**config.mk**
```make
export PLATFORM = sky130hd
export DESIGN_NAME = fp16_to_fixed
export DESIGN_NICKNAME = d
export VERILOG_FILES = /design/src/rtl/fp16_pkg.sv /design/src/rtl/fp16_unpack.sv /design/src/rtl/fp16_to_fixed.sv
export SDC_FILE = /design/constraint.sdc
export NUM_CORES = 1
export LEC_CHECK = 0
export ABC_CLOCK_PERIOD_IN_PS = 10900
export BUFFER_PORTS_ARGS = -buffer_cell sky130_fd_sc_hd__buf_2
export CAP_MARGIN = 20
export CORE_MARGIN = 4
export CORE_UTILIZATION = 50
export DETAILED_ROUTE_END_ITERATION = 16
export PLACE_DENSITY = 0.68
export SLEW_MARGIN = 40
export SYNTH_ARGS = -nofsm -noshare
export SYNTH_HDL_FRONTEND = slang
export SYNTH_SLANG_ARGS = --single-unit
```
**constraint.sdc**
```tcl
create_clock -name clk -period 10.9 [get_ports clk]
set_input_delay 0.545 -clock clk [delete_from_list [all_inputs] [get_ports clk]]
set_output_delay 0.545 -clock clk [all_outputs]
set_load 0.1 [all_outputs]
```
**src/rtl/fp16_pkg.sv**
```systemverilog
// FP16 field widths, word layout and operand classification shared by the FP16 datapath blocks.
package fp16_pkg;

    localparam int FP16_EXP_W  = 5;
    localparam int FP16_FRAC_W = 10;
    localparam int FP16_BIAS   = 15;
    localparam int FP16_W      = 1 + FP16_EXP_W + FP16_FRAC_W;

    localparam logic [FP16_EXP_W-1:0] FP16_EXP_MAX = 5'h1F;

    typedef struct packed {
        logic                   sign;
        logic [FP16_EXP_W-1:0]  exp;
        logic [FP16_FRAC_W-1:0] frac;
    } fp16_t;

    typedef enum logic [2:0] {
        ZERO,
        DENORM,
        NORMAL,
        INF,
        NAN
    } fp16_class_e;

    function automatic fp16_class_e fp16_classify(input fp16_t x);
        fp16_class_e cls;
        if (x.exp == FP16_EXP_MAX) begin
            cls = (x.frac == '0) ? INF : NAN;
        end else if (x.exp == '0) begin
            cls = (x.frac == '0) ? ZERO : DENORM;
        end else begin
            cls = NORMAL;
        end
        return cls;
    endfunction

endpackage

```
**src/rtl/fp16_unpack.sv**
```systemverilog
// Combinational FP16 field decode: sign, mantissa with hidden bit, effective exponent, class.
// Zero latency, no handshake; denormals report exponent 1 so the mantissa scale stays uniform.
module fp16_unpack
    import fp16_pkg::*;
(
    input  logic [FP16_W-1:0]      word_i,
    output logic                   sign_o,
    output logic [FP16_FRAC_W:0]   mant_o,
    output logic [FP16_EXP_W-1:0]  exp_o,
    output fp16_class_e            cls_o
);

    fp16_t w;

    assign w = fp16_t'(word_i);

    always_comb begin
        sign_o = w.sign;
        mant_o = {(w.exp != '0), w.frac};
        exp_o  = (w.exp == '0) ? FP16_EXP_W'(1) : w.exp;
        cls_o  = fp16_classify(w);
    end

endmodule

```
**src/rtl/fp16_to_fixed.sv**
```systemverilog
// FP16 to signed Q(OUT_W-FRAC_W).FRAC_W converter, 2-cycle latency, 1 item/cycle.
// Valid/ready on both sides; in_ready depends only on out_ready and the two stage valids.
module fp16_to_fixed
    import fp16_pkg::*;
#(
    parameter int OUT_W  = 16,
    parameter int FRAC_W = 8
) (
    input  logic              clk,
    input  logic              rst,
    input  logic              in_valid,
    output logic              in_ready,
    input  logic [FP16_W-1:0] in_data,
    output logic              out_valid,
    input  logic              out_ready,
    output logic [OUT_W-1:0]  out_data,
    output logic              out_sat,
    output logic              out_nan
);

    localparam int SH_W       = 8;
    localparam int MANT_W     = FP16_FRAC_W + 1;
    localparam int SHL_MAX    = 5 + FRAC_W;
    localparam int MAG_W      = MANT_W + ((SHL_MAX > 0) ? SHL_MAX : 0) + 1;
    localparam int CMP_W      = ((MAG_W > OUT_W) ? MAG_W : OUT_W) + 1;
    localparam int RND_W      = MANT_W + 2;
    localparam int RND_MAX_SH = MANT_W + 1;

    localparam logic signed [SH_W-1:0] SH_OFS  = SH_W'(FRAC_W - FP16_BIAS - FP16_FRAC_W);
    localparam logic [CMP_W-1:0]       NEG_LIM = CMP_W'(1) << (OUT_W - 1);
    localparam logic [CMP_W-1:0]       POS_LIM = NEG_LIM - CMP_W'(1);
    localparam logic [OUT_W-1:0]       MAX_OUT = {1'b0, {(OUT_W-1){1'b1}}};
    localparam logic [OUT_W-1:0]       MIN_OUT = {1'b1, {(OUT_W-1){1'b0}}};

    logic adv1;
    logic adv2;

    logic                   u_sign;
    logic [MANT_W-1:0]      u_mant;
    logic [FP16_EXP_W-1:0]  u_exp;
    fp16_class_e            u_cls;

    logic                   s1_vld_q, s1_vld_d;
    logic                   s1_sign_q, s1_sign_d;
    logic [MANT_W-1:0]      s1_mant_q, s1_mant_d;
    logic signed [SH_W-1:0] s1_sh_q, s1_sh_d;
    logic                   s1_inf_q, s1_inf_d;
    logic                   s1_nan_q, s1_nan_d;
    logic                   s1_ld;

    logic                   out_vld_q, out_vld_d;
    logic [OUT_W-1:0]       out_data_q, out_data_d;
    logic                   out_sat_q, out_sat_d;
    logic                   out_nan_q, out_nan_d;
    logic                   out_ld;

    logic                   sh_neg;
    logic [SH_W-1:0]        sh_abs;
    logic [MAG_W-1:0]       mag_shl;
    logic [RND_W-1:0]       rnd_sum;
    logic [CMP_W-1:0]       mag;

    assign adv2     = !out_vld_q || out_ready;
    assign adv1     = !s1_vld_q || adv2;
    assign in_ready = adv1;

    assign out_valid = out_vld_q;
    assign out_data  = out_data_q;
    assign out_sat   = out_sat_q;
    assign out_nan   = out_nan_q;

    fp16_unpack u_unpack (
        .word_i (in_data),
        .sign_o (u_sign),
        .mant_o (u_mant),
        .exp_o  (u_exp),
        .cls_o  (u_cls)
    );

    always_comb begin
        s1_ld     = adv1 && in_valid;
        s1_vld_d  = adv1 ? in_valid : s1_vld_q;
        s1_sign_d = u_sign;
        s1_mant_d = u_mant;
        s1_sh_d   = $signed({{(SH_W-FP16_EXP_W){1'b0}}, u_exp}) + SH_OFS;
        s1_inf_d  = (u_cls == INF);
        s1_nan_d  = (u_cls == NAN);
    end

    always_ff @(posedge clk) begin
        if (rst) begin
            s1_vld_q  <= 1'b0;
            s1_sign_q <= 1'b0;
            s1_mant_q <= '0;
            s1_sh_q   <= '0;
            s1_inf_q  <= 1'b0;
            s1_nan_q  <= 1'b0;
        end else begin
            s1_vld_q <= s1_vld_d;
            if (s1_ld) begin
                s1_sign_q <= s1_sign_d;
                s1_mant_q <= s1_mant_d;
                s1_sh_q   <= s1_sh_d;
                s1_inf_q  <= s1_inf_d;
                s1_nan_q  <= s1_nan_d;
            end
        end
    end

    // Right shifts round half away from zero on the magnitude; beyond 12 places even a
    // full mantissa plus the half-LSB bias cannot reach 1, so the result is simply 0.
    always_comb begin
        sh_neg  = s1_sh_q[SH_W-1];
        sh_abs  = sh_neg ? (~s1_sh_q + SH_W'(1)) : s1_sh_q;
        mag_shl = MAG_W'(s1_mant_q) << sh_abs;
        rnd_sum = RND_W'(s1_mant_q) + (RND_W'(1) << (sh_abs - SH_W'(1)));
        mag     = '0;
        if (!sh_neg) begin
            mag = CMP_W'(mag_shl);
        end else if (sh_abs <= SH_W'(RND_MAX_SH)) begin
            mag = CMP_W'(rnd_sum >> sh_abs);
        end
    end

    always_comb begin
        out_ld     = adv2 && s1_vld_q;
        out_vld_d  = adv2 ? s1_vld_q : out_vld_q;
        out_data_d = '0;
        out_sat_d  = 1'b0;
        out_nan_d  = 1'b0;
        if (s1_nan_q) begin
            out_nan_d = 1'b1;
        end else if (s1_inf_q) begin
            out_data_d = s1_sign_q ? MIN_OUT : MAX_OUT;
            out_sat_d  = 1'b1;
        end else if (s1_sign_q) begin
            if (mag > NEG_LIM) begin
                out_data_d = MIN_OUT;
                out_sat_d  = 1'b1;
            end else begin
                out_data_d = OUT_W'(~mag + CMP_W'(1));
            end
        end else begin
            if (mag > POS_LIM) begin
                out_data_d = MAX_OUT;
                out_sat_d  = 1'b1;
            end else begin
                out_data_d = mag[OUT_W-1:0];
            end
        end
    end

    always_ff @(posedge clk) begin
        if (rst) begin
            out_vld_q  <= 1'b0;
            out_data_q <= '0;
            out_sat_q  <= 1'b0;
            out_nan_q  <= 1'b0;
        end else begin
            out_vld_q <= out_vld_d;
            if (out_ld) begin
                out_data_q <= out_data_d;
                out_sat_q  <= out_sat_d;
                out_nan_q  <= out_nan_d;
            end
        end
    end

endmodule

```
# Word level (Yosys, flattened, before mapping)
# Cells that the tools add are included.
dict set report word_totals {
  reg_bits 42
  latchBits 0
  ram_bits 0
  romBits 0
  input_bits 20
  out_inout_bits 20
  n_memories 0
}
dict set report op_classes {
  n_addsub 5
  mul 0
  div_mod_pow 0
  order_cmp 3
  n_eq_ne 3
  n_shift 3
  muxes 20
  bitwise 2
  n_reduce_logical 9
}
# cell n
set op_table {}
lappend op_table {{two-way mux 16 bit} 6}
lappend op_table {{two-way mux 26 bit} 2}
lappend op_table {{> comparator 26 x 15 -> 1 bit, second input constant} 1}
lappend op_table {{> comparator 26 x 16 -> 1 bit, second input constant} 1}
lappend op_table {{>> shifter 13 x 8 -> 26 bit} 1}
lappend op_table {{<< shifter 11 x 8 -> 25 bit} 1}
lappend op_table {{adder 16 x 1 -> 16 bit, second input constant} 1}
lappend op_table {{NOT 16 bit} 1}
lappend op_table {{adder 11 x 13 -> 13 bit} 1}
lappend op_table {{<< shifter 1 x 8 -> 13 bit, first input constant} 1}
lappend op_table {{logical NOT 10 bit} 1}
lappend op_table {{two-way mux 3 bit} 3}
lappend op_table {{adder 8 x 2 -> 8 bit, second input constant} 1}
lappend op_table {{<= comparator 8 x 4 -> 1 bit, second input constant} 1}
lappend op_table {{two-way mux 8 bit} 1}
lappend op_table {{NOT 8 bit} 1}
lappend op_table {{subtractor 8 x 1 -> 8 bit, second input constant} 1}
lappend op_table {{adder 6 x 6 -> 7 bit, second input constant} 1}
lappend op_table {{two-way mux 1 bit} 7}
lappend op_table {{== test 5 bit, second input constant} 1}
lappend op_table {{logical NOT 5 bit} 1}
lappend op_table {{two-way mux 5 bit} 1}
lappend op_table {{nonzero test 5 bit} 1}
lappend op_table {{== test 3 x 2 -> 1 bit, second input constant} 1}
lappend op_table {{4 further kinds} 7}

# Longest topological paths before layout
dict set report depth {
  depth_word 15
  depth_mapped 35
  mapped_depth_nobuf 28
}

# Hierarchy
# A second synthesis with hierarchy kept.
dict set report hier_totals {
  cells_unflattened 750
  hier_area_um2 5311.3
}
# mod n_inst cells_each area_per_inst_um2
set by_module_without_submodules {}
lappend by_module_without_submodules {fp16_to_fixed 1 720 5116.2}
lappend by_module_without_submodules {fp16_unpack 1 30 195.2}

# Worst setup path after synthesis
# Ideal clock, no wire load.
dict set report synth_path {
  path_type {register to register}
  start {reg s1_sh_q[0]}
  end {reg out_data_q[12], in the netlist out_data[12]}
  setup_time_ns 0.078
  arrival_ns 7.459
  slack_ns 3.363
  path_stages_with_launch 34
  path_buffers 7
  period_less_slack_ns 7.537
  cell_sequence {dfxtp_1 > buf_2 > clkinv_1 > clkbuf_1 > buf_1 > ha_1 > mux2_2 > inv_1 > buf_1 > buf_2 > ha_1 > clkbuf_1 > o21ai_0 > nor4_2 > xnor2_1 > nand2_2 > inv_1 > nand2_1 > or3_1 > fa_1 > nand2b_1 > a21oi_1 > o211ai_1 > a21bo_2 > a31oi_1 > nor2_1 > nor4_1 > or3_1 > ha_1 > nand4_1 > buf_4 > nor4_1 > mux2_2 > o22ai_1}
}
dict set report synth_between {
  elab_chain_cells 15
  elab_cells_between_ends 20
  cone_classes {add/sub (4); order compare (3); shift (3); mux (8); bitwise (2)}
}
# element line
set synth_rtl {}
lappend synth_rtl {{start: declaration} fp16_to_fixed.sv:46} ;# logic signed [SH_W-1:0] s1_sh_q, s1_sh_d;
lappend synth_rtl {{start signal: assignment} fp16_to_fixed.sv:103} ;# s1_sh_q <= s1_sh_d;
lappend synth_rtl {{NOT 8 bit} fp16_to_fixed.sv:114} ;# sh_abs = sh_neg ? (~s1_sh_q + SH_W'(1)) : s1_sh_q;
lappend synth_rtl {{adder 8 x 2 -> 8 bit} fp16_to_fixed.sv:114}
lappend synth_rtl {{two-way mux 8 bit *} fp16_to_fixed.sv:114}
lappend synth_rtl {{subtractor 8 x 1 -> 8 bit} fp16_to_fixed.sv:116} ;# rnd_sum = RND_W'(s1_mant_q) + (RND_W'(1) << (sh_abs - SH_W'(1)));
lappend synth_rtl {{<< shifter 1 x 8 -> 13 bit} fp16_to_fixed.sv:116}
lappend synth_rtl {{adder 11 x 13 -> 13 bit} fp16_to_fixed.sv:116}
lappend synth_rtl {{>> shifter 13 x 8 -> 26 bit} fp16_to_fixed.sv:121} ;# mag = CMP_W'(rnd_sum >> sh_abs);
lappend synth_rtl {{two-way mux 26 bit} fp16_to_fixed.sv:120} ;# end else if (sh_abs <= SH_W'(RND_MAX_SH)) begin
lappend synth_rtl {{two-way mux 26 bit *} fp16_to_fixed.sv:118} ;# if (!sh_neg) begin
lappend synth_rtl {{NOT 16 bit} fp16_to_fixed.sv:141} ;# out_data_d = OUT_W'(~mag + CMP_W'(1));
lappend synth_rtl {{adder 16 x 1 -> 16 bit} fp16_to_fixed.sv:141}
lappend synth_rtl {{two-way mux 16 bit} fp16_to_fixed.sv:137} ;# if (mag > NEG_LIM) begin
lappend synth_rtl {{two-way mux 16 bit *} fp16_to_fixed.sv:136} ;# end else if (s1_sign_q) begin
lappend synth_rtl {{two-way mux 16 bit *} fp16_to_fixed.sv:133} ;# end else if (s1_inf_q) begin
lappend synth_rtl {{two-way mux 16 bit *} fp16_to_fixed.sv:131} ;# if (s1_nan_q) begin
lappend synth_rtl {{end signal: assignment} fp16_to_fixed.sv:162} ;# out_data_q <= out_data_d;
lappend synth_rtl {{end: declaration} fp16_to_fixed.sv:52} ;# logic [OUT_W-1:0] out_data_q, out_data_d;
# Mark *: on every way between the ends. The rest lies on a longest branch, timed or not.
# A chain may end at the register's enable or synchronous reset.

# Worst setup path after layout
dict set report layout_path {
  start {reg s1_sh_q[0]}
  end {reg out_data_q[9], in the netlist out_data[9]}
}
# Same word-level chain as after synthesis.

==> results.md <==
- Post-Synthesis Cells: ~700
- Chip height: roughly 110 um
- Worst-path clk slew: 0.08 ns
- Worst VDD drop: ~0.073 mV
- Top-Level Pins: 40
- Worst setup margin: roughly 2.2 ns
- Bufs and invs on worst path: 5
- DP Worst Slack: 2.582 ns
- Slew @ Worst Pin: a little over 0.8 ns
- Post-synth EDFFs: 0
- Iter 0 DRT Violations: approximately 530
- Layout Skew: approximately 0.011 ns
- Antenna Cells: 0
- CTS-repair resized insts: 0
- Hold Crit Class: flop to flop
- Initial antenna violation count: 0
- DR WL/cell: around 18 um
- FMAX: around 0.12 GHz
- Unrepaired setup endpoints after global routing: no
- Final core occ: a little over half
- Setup TNS: 0 ns
- TritonCTS buffer count: 5
- Row Count: 36
- Setup CP Type: flop to flop
- DP HPWL: around 12000 um
- Worst path slowest cell: clkinv_1
- FF+latch area: just over 800 um2
- Slew headroom: roughly 45%
- CTS sink count: slightly above 40
- Multi-input gate area: approximately 0.0039 mm2
- TritonCTS clock tree: built
- Max-Cap Viols: 0
- Gr usage total: approximately 27%
- Dpl cell area: just over 0.005 mm2
- Slew Viols, Final: 0
- Synthesized area per cell: about 7.0 um2
- Vias in the first global route: 5010
- Netlist cell types: 83
- Main flop type after synthesis: dfxtp_1
- Die Wd: 107.8 um
- Fillers: around 1000
- Gpl congestion: between 0.9 and 1
- #FFs+latches synth: 41
- Congestion Overflow GR: 0
- Root Buffer: clkbuf_8
- Via Count: roughly 5600
- CP Max Fanout: 30
- First drt pass iteration count: 5
- Static leakage: approximately 2 nW
- CORE AREA: 0.009729 mm2
- Syn Nets: about 750
- Vias per cell: about 6.6
- Status: finished, final reports clean
- Arrival time at the worst endpoint: approximately 8.9 ns
- Post-Syn Area: between 0.004 and 0.005 mm2
- Power Dens Cells: 118.4 mW/mm2
- Final Instance Area: between 0.005 and 0.006 mm2
- Seq/Total Area, Yosys: approximately 16%
- CP delay by family, top: compound AO/OA/AOI/OAI gates
- Startpoint types: flop
- Fin. Hold Viols: 0
- Die area: approximately 0.012 mm2
- Fraction of layout cells with a size suffix above 1: a little over an eighth
- Largest net degree at the start of global routing: between 50 and 60
- Post-CTS setup buffer count: 0
- Worst-skew pair later-pin latency: between 0.3 and 0.4 ns
- Minimum clock period: between 8 and 9 ns
- Area grow syn2layout: 6.032%
- Cts hold-fix bufs: 0
- Worst Path Required: ~11 ns
- Antenna viol nets, final: 0
- Endpoint type of the worst setup path: flop
- First-pass GRT wire length: roughly 26000 um
- DRC errors left: 0
- Total routed wirelength: around 16000 um
- Port bufs: 39
- Max incr delay on CP: a little over 0.8 ns
- FFs w/ async S/R, synth: 0%
- Cell mode on critical path: ha_1
- Crit share post-route: 79.57%
- Starting Density: roughly half
- Final net count: around 750
- Final Setup Violations: 0
- Maximum root-to-sink buffer count: 2
- H-tree depth: 2
- Synth warnings: 0
## synthesized netlist by cell type (5+ instances only)
cell | instances | area share, %
a31oi_1 | 13 | 1.6
a21o_1 | 6 | 0.90
nor4_1 | 12 | 1.5
nor3_1 | 23 | 2.3
a211oi_1 | 13 | 2.0
a211o_1 | 5 | 0.88
xor2_1 | 5 | 0.88
nor2_1 | 66 | 5.0
a22oi_1 | 9 | 1.4
or2_2 | 6 | 0.75
inv_1 | 16 | 1.2
ha_1 | 17 | 4.3
nand4_1 | 10 | 1.3
o22ai_1 | 9 | 1.1
nand2b_1 | 12 | 1.5
a21oi_1 | 62 | 6.2
mux2_2 | 11 | 2.5
and3_1 | 12 | 1.5
o211ai_1 | 10 | 1.5
and2_1 | 10 | 1.3
xnor2_1 | 12 | 2.1
clkbuf_1 | 37 | 2.8
nand3_1 | 26 | 2.6
nand2_1 | 89 | 6.7
o32ai_1 | 5 | 0.88
nor2b_1 | 7 | 0.88
o21ai_0 | 29 | 2.9
a311oi_1 | 5 | 0.88
nor3b_1 | 6 | 0.90
a221oi_1 | 7 | 1.2
o31ai_1 | 8 | 1.2
or3_1 | 12 | 1.5
dfxtp_1 | 41 | 16
o31a_1 | 6 | 1.1
mux2i_1 | 16 | 3.2
buf_2 | 10 | 1.0
## sequential cells by signal, summed over array words and instances (netlist names)
register / count
s1_vld_q: 1
s1_sign_q: 1
s1_sh_q: 7
out_data: 16
out_sat: 1
s1_mant_q: 11
s1_nan_q: 1
s1_inf_q: 1
out_nan: 1
out_valid: 1
## kinds of logic (layout without fill, tap and decap cells)
kind of cell,count (synthesis),after routing,share of synthesized area [%]
flip-flops,41,41,16.49
buffers and inverters,71,70,5.755
XOR/XNOR,18,18,3.317
AND/OR/NAND/NOR,308,308,30.76
AO/OA/AOI/OAI,231,231,32.40
adder cells (fa/ha/maj),18,18,4.674
multiplexers,29,29,6.610
## worst min-delay path: stages (launching register included)
cell and delay (ns):
dfxtp_1 0.31, nand2_1 0.05, a21oi_1 0.05
## metrics by stage
step / std cells / power (mW) / hold slack [ns]
after CTS: 848 / 0.6196 / 0.4580
after floorplan: 716 / 0.4400 / 0.4625
after detailed placement: 840 / 0.5090 / 0.4487
after global placement: 840 / 0.5055 / 0.4400
final: 848 / 0.6253 / 0.4572
after global routing: 848 / 0.6636 / 0.4774
## layout by cell type (no fill, tap or decap), types with 6 or more instances in the layout
master and instances:
nor4_1 12, nor3_1 23, nor3b_1 6, o31a_1 6, nand2_1 89, nand3_1 26, buf_2 39, xnor2_1 12
nand4_1 10, inv_1 15, mux2_2 11, nor2b_1 7, or2_2 6, o22ai_1 9, a21o_1 6, a22oi_1 9
mux2i_1 16, a221oi_1 7, o21ai_0 29, dfxtp_1 41, and2_1 10, ha_1 17, or3_1 12, a21oi_1 60
clkbuf_8 6, a31oi_1 13, a211oi_1 13, o211ai_1 10, nor2_1 66, nand2b_1 11, and3_1 12, o31ai_1 8
## power by group
group / total, mW / internal, mW / switching [mW]
logic: 0.340 / 0.111 / 0.229
registers: 0.174 / 0.160 / 0.0143
clock network: 0.111 / 0.0514 / 0.0595
## layout make-up
type | instances | share of cell area [%]
clock buffer | 6 | 1.564
clock inverter | 2 | 0.2607
inverter | 18 | 1.280
multi-input combinational | 604 | 73.79
sequential | 41 | 15.55
tap | 133 | 3.152
timing repair buffer | 44 | 4.409
## routing by layer
metal	track usage [%]	up-vias	routed length [um]
met5	0	-	0
met4	8.747	0	340
met3	3.419	29	1094
met2	42.41	242	6982
met1	38.90	2591	7153
li1	-	2694	-
## path summary, 6_finish.rpt
check,from,endpoint,slack (ns),cells after the start
setup / recovery,s1_sh_q[0],out_data[9],2.23,28
hold / removal,out_data[0],out_data[0],0.46,2
hold reg to reg,out_data[0],out_data[0],0.46,2
setup reg to reg,s1_sh_q[0],out_data[9],2.23,28
Note: power is estimated with default switching activity, not from simulation.
